[src/rtl/serial_adder_pkg.sv]
// serial_adder_pkg
// Shared definitions for the bit-serial adder/subtractor.
//   state_t        : FSM state encoding (IDLE / RUN / DONE)
//   DEFAULT_WIDTH  : default operand/result width in bits
package serial_adder_pkg;

    typedef enum logic [1:0] {
        IDLE = 2'b00,
        RUN  = 2'b01,
        DONE = 2'b10
    } state_t;

    localparam int DEFAULT_WIDTH = 8;

endpackage

[src/rtl/serial_adder_fa_cell.sv]
// fa_cell
// Single-bit gate-level full adder, kept generic so multi-bit adders can
// instantiate it unchanged.
// Ports:
//   a, b, cin : input bits
//   sum       : a ^ b ^ cin
//   c         : carry out
module fa_cell (
    input  logic a,
    input  logic b,
    input  logic cin,
    output logic sum,
    output logic c
);

    logic p;

    assign p   = a ^ b;
    assign sum = p ^ cin;
    assign c   = (a & b) | (cin & p);

endmodule

[src/rtl/serial_adder.sv]
// serial_adder
// Bit-serial adder/subtractor. One bit per clock, LSB first, through a single
// full-adder cell. An operation takes exactly WIDTH edges from the accepting
// edge to the done pulse.
// Ports:
//   clk      : clock, rising edge
//   rst      : asynchronous active-high reset
//   start    : request a new operation (sampled in IDLE or DONE only)
//   a, b     : operands, captured at the accepting edge
//   cin      : carry-in for add mode (ignored when subtracting)
//   sub      : 0 = a + b + cin, 1 = a - b
//   busy     : high while the operation runs
//   done     : one-cycle pulse, results valid
//   sum      : result, held until the next accepted start
//   cout     : carry-out (add) / not-borrow (subtract)
//   overflow : two's-complement signed overflow
// Handshake: start is a request that is only looked at when busy is low;
// acceptance is visible as busy rising the following cycle. done marks the
// single cycle where results are first valid; they stay valid afterwards.
module serial_adder
    import serial_adder_pkg::*;
#(
    parameter int WIDTH = DEFAULT_WIDTH
) (
    input  logic             clk,
    input  logic             rst,
    input  logic             start,
    input  logic [WIDTH-1:0] a,
    input  logic [WIDTH-1:0] b,
    input  logic             cin,
    input  logic             sub,
    output logic             busy,
    output logic             done,
    output logic [WIDTH-1:0] sum,
    output logic             cout,
    output logic             overflow
);

    localparam int CW = $clog2(WIDTH + 1);

    state_t           state;
    logic [WIDTH-1:0] a_sh;
    logic [WIDTH-1:0] b_sh;
    logic             carry;
    logic [CW-1:0]    cnt;
    logic             fa_sum;
    logic             fa_c;
    logic             last_bit;

    fa_cell u_fa (
        .a   (a_sh[0]),
        .b   (b_sh[0]),
        .cin (carry),
        .sum (fa_sum),
        .c   (fa_c)
    );

    // cnt counts bits already processed; the MSB is handled when cnt == WIDTH-1.
    assign last_bit = (cnt == CW'(WIDTH - 1));

    always_ff @(posedge clk or posedge rst) begin
        if (rst) begin
            state    <= IDLE;
            a_sh     <= '0;
            b_sh     <= '0;
            carry    <= 1'b0;
            cnt      <= '0;
            busy     <= 1'b0;
            done     <= 1'b0;
            sum      <= '0;
            cout     <= 1'b0;
            overflow <= 1'b0;
        end else begin
            case (state)
                IDLE, DONE: begin
                    done <= 1'b0;
                    if (start) begin
                        a_sh  <= a;
                        // Subtraction is a + ~b + 1: complement b, seed carry with 1.
                        b_sh  <= sub ? ~b : b;
                        carry <= sub ? 1'b1 : cin;
                        cnt   <= '0;
                        busy  <= 1'b1;
                        state <= RUN;
                    end else begin
                        state <= IDLE;
                    end
                end
                RUN: begin
                    a_sh  <= {1'b0, a_sh[WIDTH-1:1]};
                    b_sh  <= {1'b0, b_sh[WIDTH-1:1]};
                    carry <= fa_c;
                    cnt   <= cnt + CW'(1);
                    sum   <= {fa_sum, sum[WIDTH-1:1]};
                    if (last_bit) begin
                        state    <= DONE;
                        busy     <= 1'b0;
                        done     <= 1'b1;
                        cout     <= fa_c;
                        // carry register still holds the carry into the MSB here.
                        overflow <= fa_c ^ carry;
                    end
                end
                default: begin
                    state <= IDLE;
                    busy  <= 1'b0;
                    done  <= 1'b0;
                end
            endcase
        end
    end

endmodule

[config.mk]
export PLATFORM = sky130hd
export DESIGN_NAME = serial_adder
export DESIGN_NICKNAME = d
export VERILOG_FILES = /design/src/rtl/serial_adder_pkg.sv /design/src/rtl/serial_adder_fa_cell.sv /design/src/rtl/serial_adder.sv
export SDC_FILE = /design/constraint.sdc
export NUM_CORES = 1
export LEC_CHECK = 0
export CAP_MARGIN = 25
export CORE_MARGIN = 3
export CORE_UTILIZATION = 45
export DETAILED_ROUTE_END_ITERATION = 10
export DONT_BUFFER_PORTS = 1
export MAX_ROUTING_LAYER = met4
export PLACE_DENSITY = 0.69
export RECOVER_POWER = 25
export SLEW_MARGIN = 20
export SYNTH_ARGS = -nofsm -noshare
export SYNTH_HDL_FRONTEND = slang
export SYNTH_SLANG_ARGS = --single-unit
[constraint.sdc]
create_clock -name clk -period 1.9 [get_ports clk]
set_input_delay 0.095 -clock clk [delete_from_list [all_inputs] [get_ports clk]]
set_output_delay 0.095 -clock clk [all_outputs]
set_load 0.05 [all_outputs]
* After elaboration in Yosys (flattened, before gate mapping)
Index checks and enable logic that the tools add are counted.
Storage, ports and cells: ROM bits 0, RAM bits 0, latch bits 0, output and inout bits 12, word-level logic and storage cells 47, register bits 35, memories 0
Cells by class: divide/modulo/power cells 0, shift-type cells 0, order comparisons 0, mux-type cells 18, $mul 0, bitwise operators 7, eq/ne operators 5, reduce and logical (&&, ||, !) cells 6, $add $sub $neg 1
Operators by type and width (count):
- $pmux W8 S2 | 2
- $mux W8 | 3
- $not A8 Y8 | 1
- $pmux W4 S2 | 1
- $mux W1 | 7
- $reduce_and A2 Y1 | 3
- $add A4 B1 Y4 const B | 1
- $eq A4 B3 Y1 const B | 1
- $mux W4 | 1
- $ne A2 B2 Y1 const B | 2
- $pmux W1 S2 | 2
- $pmux W2 S2 | 1
- $xor A1 B1 Y1 | 3
- $and A1 B1 Y1 | 2
- $eq A2 B1 Y1 const B | 1
- $eq A2 B2 Y1 const B | 1
- $logic_not A2 Y1 | 1
- $mux W2 | 1
- $reduce_bool A2 Y1 | 1
- $reduce_or A2 Y1 | 1
- $or A1 B1 Y1 | 1

* Depth between registers and ports, before layout
depth in word-level cells 4, mapped depth 5, mapped depth without buffers 4

* Cells and area by module
From an unflattened synthesis, not the netlist that was laid out.
Second synthesis, totals: cells, all modules 116, area, all modules 1524.0 µm²
Modules (own cells, without submodules):
- serial_adder | instances 1, seq. area each 850.8 µm², area each 1503.9 µm², cells each 115
- fa_cell | instances 1, seq. area each 0.0 µm², area each 20.0 µm², cells each 1

* Worst setup path after synthesis
No wires, ideal clock.
kind flip-flop to flip-flop, start point register done (netlist name), end point register b_sh[1], arrival 1399 ps, required time 1774 ps, cell stages (with the launch flop) 5, path slack 375 ps, setup time 126 ps, clock period less this slack 1525 ps, cell sequence dfrtp_1 -> nor2b_4 -> buf_6 -> buf_8 -> a221o_1
RTL lines:
- to (signal assigned) | RTL line serial_adder.sv:80 | b_sh <= sub ? ~b : b;
- to (signal assigned) | RTL line serial_adder.sv:91 | b_sh <= {1'b0, b_sh[WIDTH-1:1]};
- to (decl) | RTL line serial_adder.sv:43 | logic [WIDTH-1:0] b_sh;

==> qor.txt <==
Outcome: complete, no violations
Hold buffers post-CTS: 14
Seq/Total Area, Yosys: 55.4%
Area fraction of the dominant cell type after synthesis: 55.4%
Slew @ Worst Pin: 0.662 ns
Post-CTS setup buffers: 0
Clk buf depth: 2
Share of cells above drive strength 1: 11.0%
Worst IR Drop VDD: 0.602 mV
Total track usage: 15.2%
Placeable Area: 3150 um2
First-pass GRT wire length: 4.64 mm
Design area: 1780 um2
Final hold violation count: 0
Die Area: 4150 um2
CP top delay family: flip-flops
Met2 routed WL: 1.26 mm
Area growth from synthesis to layout: 16.1%
Starting density of the core: 48.7%
Metal3 WL: 208 um
WP data required: 2.11 ns
Largest net degree at the start of global routing: 19
Crit-path cells: nor2b_4, buf_4, mux2_1
Post-Syn Instances: 116
Iter 0 DRT Violations: 44
ANT nets after route: 0
Total number of vias: 954
Post-Route WL: 2.69 mm
Number of CTS-inserted buffers: 5
CP Class: flop to flop
Leakage: 0.000842 uW
CTS clk-pin slew, worst paths: 0.10 ns
Worst setup EP type: flop
Clk_lat worst skew: 0.33 ns
Critical path buffers and inverters: 1
Slew Limit Fails: 0
Routed vias/inst: 5.30
# nets final: 158
Ant diodes: 0
Max transition margin: 55.8%
Max Fclk: 665 MHz
TNS Setup: 0 ns
Post-Syn Area: 1540 um2
Area of the multi-input gates: 621 um2
Slowest CP cell: dfrtp_1
Port Buffers: 0
DR top layer: met4
Max-Cap Viols: 0
Detailed-route DRC error count: 0
Vias in the first global route: 957
GPL Wtd Cong: 0.760
Fillers: 283
Synth unique cells: 26
Die width: 64.4 um
Dpl hpwl: 1.87 mm
Routed len/inst: 14.9 um
Worst Path Arrival: 1.72 ns
Area after DPL: 1570 um2
Met1 wire length: 1.18 mm
Pwr per Cell Area: 1750 nW/um2
Mean Syn Cell Area: 13.2 um2
Global route overflow: 0
Synth Register Bits: 34
Post-layout min period: 1.50 ns
Top post-synthesis cells by area: dfrtp_1, mux2_1, a22o_1
Chip height: 64.4 um
Clock Tree Root: clkbuf_4
Ports: 33
CP Launch Type: flop
FF/Latch Area: 851 um2
H-tree levels: 2
Min-delay worst type: input pin to flop
DR pass1 iterations: 4
Initial antenna violation count: 0
Final setup viols: 0
Unrepaired setup endpoints after global routing: false
Synth area leader: dfrtp_1
Ys Warns: 0
Cts repair resizes: 0
Clk sink count: 34
Worst Clk Skew: 0.00516 ns
CTS tree: built
Mapped Nets: 139
Rows: 20
CP peak stage delay: 0.45 ns
Tcrit/Tclk final: 79.1%
CP max FO: 15
-- area by class of cell --
cell class / count / share of cell area, %
Sequential cell: 34 / 47.7
Multi-Input combinational cell: 74 / 34.8
Timing Repair Buffer: 19 / 10.8
Clock buffer: 7 / 3.09
Tap cell: 44 / 3.09
Clock inverter: 1 / 0.281
Inverter: 1 / 0.211
-- kinds of logic (layout without fill, tap and decap cells) --
logic type / count (synthesis) / after routing / synth area share, %
compound gates: 27 / 27 / 15.2
mux: 12 / 12 / 8.64
fa+ha+maj: 2 / 2 / 2.12
buf+inv: 8 / 28 / 4.16
flops: 34 / 34 / 55.4
xor+xnor: 10 / 10 / 5.71
simple gates: 23 / 23 / 8.72
-- stage by stage --
stage	setup slack (ns)	hold slack, ns	std cells	power, uW	utilization [%]
finish	0.397	0.0154	180	3120	56.5
detailed placement	0.384	0.116	157	2720	49.9
global placement	0.439	0.110	157	2650	49.9
CTS	0.376	0.00124	179	3150	56.2
floorplan	0.375	0.235	116	2570	-
global route	0.293	0.00778	180	3350	56.5
-- Yosys cell counts, drive strengths merged --
| cell type | n |
|---|---|
| nor3b | 1 |
| xnor2 | 8 |
| a221o | 8 |
| nor2 | 12 |
| nor2b | 2 |
| nand2 | 3 |
| a22o | 11 |
| ha | 1 |
| mux2i | 2 |
| nand4 | 1 |
| nand2b | 1 |
| nand3b | 2 |
| and2b | 1 |
| inv | 1 |
| a21o | 7 |
| dfrtp | 34 |
| fa | 1 |
| buf | 7 |
| o21ai | 1 |
| xor2 | 2 |
| mux2 | 10 |
-- final timing paths --
| check | start | to | slack, ns | cells past startpoint |
|---|---|---|---|---|
| max | done | sum[3] | 0.40 | 3 |
| min reg2reg | cnt[3] | cnt[3] | 0.48 | 1 |
| max reg2reg | done | sum[3] | 0.40 | 3 |
| min in group asynchronous | rst | b_sh[5] | 0.29 | 2 |
| max in group asynchronous | rst | sum[5] | 1.09 | 3 |
| min | b[2] | b_sh[2] | 0.02 | 3 |
-- worst reg2reg max path, stage by stage, from the launching register on --
cell and delay, ns:
dfrtp_1 0.45, nor2b_4 0.36, buf_4 0.24, mux2_1 0.33
-- layout by cell type, fill, tap and decap left out, types with 2 or more instances in the layout --
cell type      netlist  final
a22o_1              11     11
buf_4                1      3
a21o_1               7      7
nor2_1              11     11
nand3b_1             2      2
nand2_1              3      3
mux2_1              10     10
dlygate4sd3_1        0     15
xor2_1               2      2
clkbuf_4             0      5
xnor2_1              8      8
dfrtp_1             34     34
mux2i_1              2      2
a221o_1              8      8
-- per-layer routing --
metal	global-route usage [%]	up-vias
met4	5.54	0
met2	22.7	30
met1	18.2	465
met3	6.93	6
met5	-	-
li1	-	453
-- power by group --
group | internal, uW | total (uW) | leakage (uW) | switching (uW)
Combinational | 554 | 1010 | 0.000386 | 453
Clock | 179 | 405 | 0.0000353 | 225
Sequential | 1050 | 1700 | 0.000421 | 653
Total | 1780 | 3120 | 0.000842 | 1330
-- state kept, by name, indices dropped and copies added, names as in the netlist --
name,cells
cout,1
cnt,4
carry,1
b_sh,8
busy,1
state,1
sum,8
done,1
a_sh,8
overflow,1
(Power assumes the default switching activity.)
